==> src/rtl/fetch_pkg.sv <==
// Types and constants shared by the instruction-fetch stage.
// The PC_W/INS_W defaults used by fetch_unit and fetch_unit_if are taken from here.
package fetch_pkg;
    localparam int FETCH_PC_W  = 9;
    localparam int FETCH_INS_W = 32;
    localparam int PC_INC      = 4;

    typedef enum logic [1:0] {
        S_IDLE = 2'd0,
        S_WAIT = 2'd1,
        S_DROP = 2'd2
    } fetch_state_t;

    typedef struct packed {
        logic [FETCH_PC_W-1:0]  pc;
        logic [FETCH_INS_W-1:0] instr;
    } fetch_entry_t;
endpackage

==> src/rtl/fetch_unit_if.sv <==
// Fetch-stage bus: imem req/ack on one side, redirect in, valid/ready instruction out.
// The master modport is the fetch unit; the slave modport is memory plus datapath.
interface fetch_unit_if
    import fetch_pkg::*;
#(
    parameter int PC_W  = FETCH_PC_W,
    parameter int INS_W = FETCH_INS_W
);
    logic             imem_req;
    logic [PC_W-1:0]  imem_addr;
    logic             imem_ack;
    logic [INS_W-1:0] imem_rdata;
    logic             redirect_valid;
    logic [PC_W-1:0]  redirect_pc;
    logic             instr_valid;
    logic [INS_W-1:0] instr;
    logic [PC_W-1:0]  instr_pc;
    logic             instr_ready;

    modport master (
        output imem_req, imem_addr,
        input  imem_ack, imem_rdata,
        input  redirect_valid, redirect_pc,
        output instr_valid, instr, instr_pc,
        input  instr_ready
    );

    modport slave (
        input  imem_req, imem_addr,
        output imem_ack, imem_rdata,
        output redirect_valid, redirect_pc,
        input  instr_valid, instr, instr_pc,
        output instr_ready
    );
endinterface

==> src/rtl/fetch_fifo.sv <==
// Synchronous FIFO with a registered head; a push into an empty FIFO is visible one cycle later.
// Flush empties it and wins over push/pop; pop on empty is ignored; the caller never pushes when full.
module fetch_fifo #(
    parameter int W     = 41,
    parameter int DEPTH = 2
) (
    input  logic                     clk,
    input  logic                     reset,
    input  logic                     flush,
    input  logic                     push,
    input  logic [W-1:0]             din,
    input  logic                     pop,
    output logic [W-1:0]             head,
    output logic [$clog2(DEPTH):0]   count
);
    localparam int AW = $clog2(DEPTH);
    localparam int CW = AW + 1;

    logic [W-1:0]  mem [DEPTH];
    logic [AW-1:0] rd_ptr, wr_ptr, rd_nxt;
    logic          pop_ok;

    assign pop_ok = pop && (count != '0);
    assign rd_nxt = rd_ptr + 1'b1;

    always_ff @(posedge clk or negedge reset) begin
        if (!reset) begin
            rd_ptr <= '0;
            wr_ptr <= '0;
            count  <= '0;
            head   <= '0;
        end else if (flush) begin
            rd_ptr <= '0;
            wr_ptr <= '0;
            count  <= '0;
        end else begin
            if (push)
                wr_ptr <= wr_ptr + 1'b1;
            if (pop_ok)
                rd_ptr <= rd_nxt;
            count <= count + CW'(push) - CW'(pop_ok);
            // Head tracks whichever entry becomes oldest after this cycle's push/pop.
            if (push && ((count == '0) || (pop_ok && (count == CW'(1)))))
                head <= din;
            else if (pop_ok && (count > CW'(1)))
                head <= mem[rd_nxt];
        end
    end

    always_ff @(posedge clk) begin
        if (push)
            mem[wr_ptr] <= din;
    end
endmodule

==> src/rtl/fetch_unit.sv <==
// PC owner and imem requester; instr_valid rises 1 cycle after ack, 1 instr/cycle on zero-wait memory.
// Requests stop while the buffer would be full; redirect flushes and drops any in-flight response. Option: FETCH_STALL_CNT_EN.
module fetch_unit
    import fetch_pkg::*;
#(
    parameter int              PC_W       = FETCH_PC_W,
    parameter int              INS_W      = FETCH_INS_W,
    parameter int              FIFO_DEPTH = 2,
    parameter logic [PC_W-1:0] RESET_PC   = '0
) (
    input  logic               clk,
    input  logic               reset,
    fetch_unit_if.master       bus
`ifdef FETCH_STALL_CNT_EN
    ,
    output logic [31:0]        fetch_stall_cnt
`endif
);
    localparam int              CW      = $clog2(FIFO_DEPTH) + 1;
    localparam logic [CW-1:0]   DEPTH_C = CW'(FIFO_DEPTH);

    fetch_state_t    state, state_nxt;
    logic [PC_W-1:0] pc, pc_nxt, pc_plus, redir_pc, addr_nxt;
    logic            req_nxt;
    logic [CW-1:0]   count, count_after;
    logic            push, pop;
    fetch_entry_t    push_ent, head_ent;

    assign pc_plus     = pc + PC_W'(PC_INC);
    assign redir_pc    = {bus.redirect_pc[PC_W-1:2], 2'b00};
    assign push        = (state == S_WAIT) && bus.imem_ack && !bus.redirect_valid;
    assign pop         = bus.instr_valid && bus.instr_ready;
    assign count_after = count + CW'(push) - CW'(pop);
    assign push_ent    = '{pc: pc, instr: bus.imem_rdata};

    assign bus.instr_valid = (count != '0);
    assign bus.instr       = head_ent.instr;
    assign bus.instr_pc    = head_ent.pc;

    fetch_fifo #(
        .W     ($bits(fetch_entry_t)),
        .DEPTH (FIFO_DEPTH)
    ) u_fifo (
        .clk   (clk),
        .reset (reset),
        .flush (bus.redirect_valid),
        .push  (push),
        .din   (push_ent),
        .pop   (pop),
        .head  (head_ent),
        .count (count)
    );

    always_comb begin
        state_nxt = state;
        pc_nxt    = pc;
        req_nxt   = bus.imem_req;
        addr_nxt  = bus.imem_addr;
        unique case (state)
            S_IDLE: begin
                if (bus.redirect_valid) begin
                    pc_nxt = redir_pc;
                end else if (count < DEPTH_C) begin
                    state_nxt = S_WAIT;
                    req_nxt   = 1'b1;
                    addr_nxt  = pc;
                end
            end
            S_WAIT: begin
                if (bus.redirect_valid) begin
                    pc_nxt = redir_pc;
                    if (bus.imem_ack) begin
                        state_nxt = S_IDLE;
                        req_nxt   = 1'b0;
                    end else begin
                        // Old request stays on the bus until acked, then its data is thrown away.
                        state_nxt = S_DROP;
                    end
                end else if (bus.imem_ack) begin
                    pc_nxt = pc_plus;
                    if (count_after < DEPTH_C) begin
                        addr_nxt = pc_plus;
                    end else begin
                        state_nxt = S_IDLE;
                        req_nxt   = 1'b0;
                    end
                end
            end
            S_DROP: begin
                if (bus.redirect_valid)
                    pc_nxt = redir_pc;
                if (bus.imem_ack) begin
                    state_nxt = S_IDLE;
                    req_nxt   = 1'b0;
                end
            end
            default: begin
                state_nxt = S_IDLE;
                req_nxt   = 1'b0;
            end
        endcase
    end

    always_ff @(posedge clk or negedge reset) begin
        if (!reset) begin
            state         <= S_IDLE;
            pc            <= RESET_PC;
            bus.imem_req  <= 1'b0;
            bus.imem_addr <= RESET_PC;
        end else begin
            state         <= state_nxt;
            pc            <= pc_nxt;
            bus.imem_req  <= req_nxt;
            bus.imem_addr <= addr_nxt;
        end
    end

`ifdef FETCH_STALL_CNT_EN
    always_ff @(posedge clk or negedge reset) begin
        if (!reset)
            fetch_stall_cnt <= '0;
        else if (bus.redirect_valid)
            fetch_stall_cnt <= '0;
        else if (!bus.instr_valid && (state != S_DROP) && (fetch_stall_cnt != 32'hFFFF_FFFF))
            fetch_stall_cnt <= fetch_stall_cnt + 32'd1;
    end
`endif
endmodule

==> src/flat_wrapper.sv <==
// flat-port wrapper written by rule: the top's interface ports become plain ports
module fetch_unit_flat import fetch_pkg::*;
#(
    parameter int              PC_W       = FETCH_PC_W,
    parameter int              INS_W      = FETCH_INS_W,
    parameter int              FIFO_DEPTH = 2,
    parameter logic [PC_W-1:0] RESET_PC   = '0
)
  (clk, reset, bus_imem_req, bus_imem_addr, bus_imem_ack, bus_imem_rdata, bus_redirect_valid, bus_redirect_pc, bus_instr_valid, bus_instr, bus_instr_pc, bus_instr_ready);
  fetch_unit_if #(.PC_W(PC_W), .INS_W(INS_W)) bus_i ();
  input  logic clk;
  input  logic reset;
  output wire logic [$bits(bus_i.imem_req)-1:0] bus_imem_req;
  output wire logic [$bits(bus_i.imem_addr)-1:0] bus_imem_addr;
  input wire logic [$bits(bus_i.imem_ack)-1:0] bus_imem_ack;
  input wire logic [$bits(bus_i.imem_rdata)-1:0] bus_imem_rdata;
  input wire logic [$bits(bus_i.redirect_valid)-1:0] bus_redirect_valid;
  input wire logic [$bits(bus_i.redirect_pc)-1:0] bus_redirect_pc;
  output wire logic [$bits(bus_i.instr_valid)-1:0] bus_instr_valid;
  output wire logic [$bits(bus_i.instr)-1:0] bus_instr;
  output wire logic [$bits(bus_i.instr_pc)-1:0] bus_instr_pc;
  input wire logic [$bits(bus_i.instr_ready)-1:0] bus_instr_ready;
  assign bus_imem_req = bus_i.imem_req;
  assign bus_imem_addr = bus_i.imem_addr;
  assign bus_i.imem_ack = bus_imem_ack;
  assign bus_i.imem_rdata = bus_imem_rdata;
  assign bus_i.redirect_valid = bus_redirect_valid;
  assign bus_i.redirect_pc = bus_redirect_pc;
  assign bus_instr_valid = bus_i.instr_valid;
  assign bus_instr = bus_i.instr;
  assign bus_instr_pc = bus_i.instr_pc;
  assign bus_i.instr_ready = bus_instr_ready;
  fetch_unit #(.PC_W(PC_W), .INS_W(INS_W), .FIFO_DEPTH(FIFO_DEPTH), .RESET_PC(RESET_PC)) u_core (.clk(clk), .reset(reset), .bus(bus_i));
endmodule
==> config.mk <==
export PLATFORM = sky130hd
export DESIGN_NAME = fetch_unit_flat
export DESIGN_NICKNAME = d
export VERILOG_FILES = /design/src/rtl/fetch_pkg.sv /design/src/rtl/fetch_unit_if.sv /design/src/rtl/fetch_fifo.sv /design/src/rtl/fetch_unit.sv /design/src/flat_wrapper.sv
export SDC_FILE = /design/constraint.sdc
export NUM_CORES = 1
export LEC_CHECK = 0
export ABC_AREA = 1
export CORE_MARGIN = 3
export CORE_UTILIZATION = 30
export CTS_CLUSTER_DIAMETER = 40
export DETAILED_ROUTE_END_ITERATION = 8
export SLEW_MARGIN = 10
export SYNTH_ARGS = -nofsm -noshare
export SYNTH_HDL_FRONTEND = slang
export SYNTH_SLANG_ARGS = --single-unit
==> constraint.sdc <==
create_clock -name clk -period 9.78 [get_ports clk]
set_clock_uncertainty 0.15 [all_clocks]
set_input_delay 0.978 -clock clk [delete_from_list [all_inputs] [get_ports clk]]
set_output_delay 0.978 -clock clk [all_outputs]
set_load 0.01 [all_outputs]
==> impl_metrics.env <==
export IMPL_relSlewSlack_pct=39.3
export IMPL_synth_warnings=0
export IMPL_cts_resized_gates=0
export IMPL_cts_root_buf="clkbuf_16"
export IMPL_status="complete, no violations"
export IMPL_drc=0
export IMPL_multiInputGateArea_mm2=0.00184
export IMPL_dieArea_mm2=0.0215
export IMPL_hold_violations=0
export IMPL_peakVddDrop_mv=0.121
export IMPL_period_needed_ns=3.49
export IMPL_synth_most_common_cell="nor2_1"
export IMPL_synth_top_family_by_area="simple AND/OR/NAND/NOR gates"
export IMPL_max_stage_delay_ns=0.62
export IMPL_port_buffers=91
export IMPL_synth_simple_gate_area_share_pct=20.5
export IMPL_async_reset_ff_share_pct=43.5
export IMPL_place_congestion=0.778
export IMPL_ys_seq_elements=138
export IMPL_pin_count=98
export IMPL_drv_cap=0
export IMPL_nNetsFinal=724
export IMPL_drive_above_1_share_pct=12.0
export IMPL_regArea_mm2=0.00384
export IMPL_grt_max_degree=79
export IMPL_yosys_top_cells_area="edfxtp_1, dfrtp_1, nor2_1, nand2_1, o21ai_0"
export IMPL_grt_usage_pct=12.6
export IMPL_overflow=0
export IMPL_ctsLongestPathBuffers=2
export IMPL_syn_cell_area_mm2=0.00592
export IMPL_cts_made_buffers=17
export IMPL_drt_total_wl_um=12800
export IMPL_setup_tns_ns=0
export IMPL_h_tree_depth=4
export IMPL_synth_edf_count=78
export IMPL_seq_area_frac_synth_pct=64.9
export IMPL_synth_area_leader_cell="edfxtp_1"
export IMPL_synthCells=589
export IMPL_synth_xor_xnor_area_share_pct=0.739
export IMPL_muxShareOfSynthArea_pct=0
export IMPL_arrival_ns=3.59
export IMPL_cts_sinks=138
export IMPL_leakage_nw=3.08
export IMPL_whs_ns=0.354
export IMPL_clkSlewWorstSetupHoldPaths_ns=0.06
export IMPL_insertion_delay_ns=0.40
export IMPL_grt_pass1_vias=4066
export IMPL_min_path_type="register to register"
export IMPL_rows=50
export IMPL_crit_path_start_kind="input port"
export IMPL_synth_common_cells="nor2_1, nand2_1, edfxtp_1"
export IMPL_cts_tree="built"
export IMPL_fillerInstances=1884
export IMPL_worst_pin_slew_ns=0.911
export IMPL_slew_violations=0
export IMPL_rsz0062_at_grt="no"
export IMPL_setup_viol=0
export IMPL_drtIter0Drc=273
export IMPL_grt_pass1_wl_um=21500
export IMPL_wl_per_cell_um=13.5
export IMPL_post_cts_buffers=0
export IMPL_vias=4145
export IMPL_cp_slowest_cell="buf_4"
export IMPL_die_w_um=147
export IMPL_synth_distinct_cells=27
export IMPL_period_share_pct=35.7
export IMPL_ant_nets=0
export IMPL_yosysTopAreaCellShare_pct=39.5
export IMPL_utilization_pct=40.4
export IMPL_crit_path_max_fanout=78
export IMPL_antenna_found_initial=0
export IMPL_setup_worst_path_class="input port to register"
export IMPL_synth_ff_type="edfxtp_1"
export IMPL_coreArea_mm2=0.0191
export IMPL_synth_compound_area_share_pct=9.04
export IMPL_vias_per_cell=4.37
export IMPL_hold_buffers=0
export IMPL_die_h_um=147
export IMPL_dpl_hpwl_um=7790
export IMPL_firstDrtPassIters=4
export IMPL_area_growth_pct=30.1
export IMPL_setup_worst_path_end_class="register"
export IMPL_cp_data_required_time_ns=9.88
export IMPL_power_density_mw_per_mm2=292
export IMPL_antenna_diode_count=0
export IMPL_totalPowerFinal_w=0.00225
export IMPL_synth_adder_area_share_pct=0.422
export IMPL_synth_area_per_cell_um2=10.1
export IMPL_start_util_pct=31.0
export IMPL_max_freq_mhz=287
export IMPL_crit_chain="clkdlybuf4s50_1 -> clkinv_2 -> nand2_2 -> nor2_4 -> nand2_4 -> a21oi_4 -> buf_4 -> a21oi_1"
registers in the layout, indices dropped and copies added, names as in the netlist:
register,flops
u_core.u_fifo.rd_ptr,1
u_core.bus.imem_req,1
u_core.u_fifo.count,2
u_core.u_fifo.wr_ptr,1
u_core.u_fifo.head,39
u_core.pc,7
u_core.state,2
u_core.bus.imem_addr,7
u_core.u_fifo.mem,78
metrics by stage:
step | cell area, um^2 | setup WS [ns] | std cells
after floorplan | 5940 | 5.23 | 592
after global placement | 7050 | 5.82 | 917
after detailed placement | 7050 | 5.79 | 917
after CTS | 7710 | 6.23 | 949
after global routing | 7710 | 5.88 | 949
final | 7710 | 6.29 | 949
final cells by class:
class,count,share of cell area (%)
clock buffer,18,5.70
sequential,138,49.9
tap,260,4.22
timing repair buffer,96,12.2
multi-input combinational,398,23.9
clock inverter,14,2.82
inverter,25,1.23
worst max-delay path, delay by kind of cell:
| kind | cells | cell delay, ns |
|---|---|---|
| AO/OA/AOI/OAI | 2 | 0.41 |
| AND/OR/NAND/NOR | 3 | 0.80 |
| buffers and inverters | 3 | 1.37 |
layer usage:
metal | up-vias | GRT usage [%] | routed length (um)
met5 | - | 0 | 0
met4 | 0 | 3.39 | 106
met3 | 7 | 4.07 | 582
met2 | 82 | 19.4 | 5880
met1 | 1933 | 17.1 | 6270
li1 | 2123 | - | -
final timing paths:
kind                                         start                       end  slack [ns]  cells past startpoint
worst max register to register     u_core.state[1]     u_core.u_fifo.head[0]        7.13                      7
worst min-delay path                  u_core.pc[5]  u_core.u_fifo.mem[1][37]        0.35                      0
worst max-delay path            bus_redirect_valid     u_core.u_fifo.head[0]        6.29                      8
worst min register to register        u_core.pc[5]  u_core.u_fifo.mem[1][37]        0.35                      0
max in group asynchronous                    reset      u_core.u_fifo.rd_ptr        8.26                      2
min in group asynchronous                    reset    u_core.u_fifo.head[24]        0.61                      2
where the power goes:
part	switching [W]	total, W	leakage [nW]	internal [W]
sequential	0.000101	0.000867	1.40	0.000766
combinational	0.000359	0.000682	1.37	0.000323
clock	0.000245	0.000705	0.313	0.000461
cell usage in the layout (no fill, tap or decap), types with 3 or more instances in the layout:
cell type          n
nor2_1           132
clkdlybuf4s50_1   90
nand2_1           89
edfxtp_1          78
dfrtp_1           59
o21ai_0           54
a21oi_1           41
or2_2             32
inv_1             22
nand3_1           22
clkbuf_16         17
o22ai_1            6
xor2_1             5
bufinv_16          5
buf_4              5
conb_1             4
clkinv_2           3
nor2_4             3
clkinvlp_4         3
cell families (layout without fill, tap and decap cells):
group                    count (synthesis)  after routing
AND/OR/NAND/NOR                        284            284
flip-flops                             138            138
AO/OA/AOI/OAI                          103            103
buffers and inverters                   56            153
XOR/XNOR                                 5              5
adder cells (fa/ha/maj)                  2              2
other                                    1              4
(Power assumes the default switching activity.)
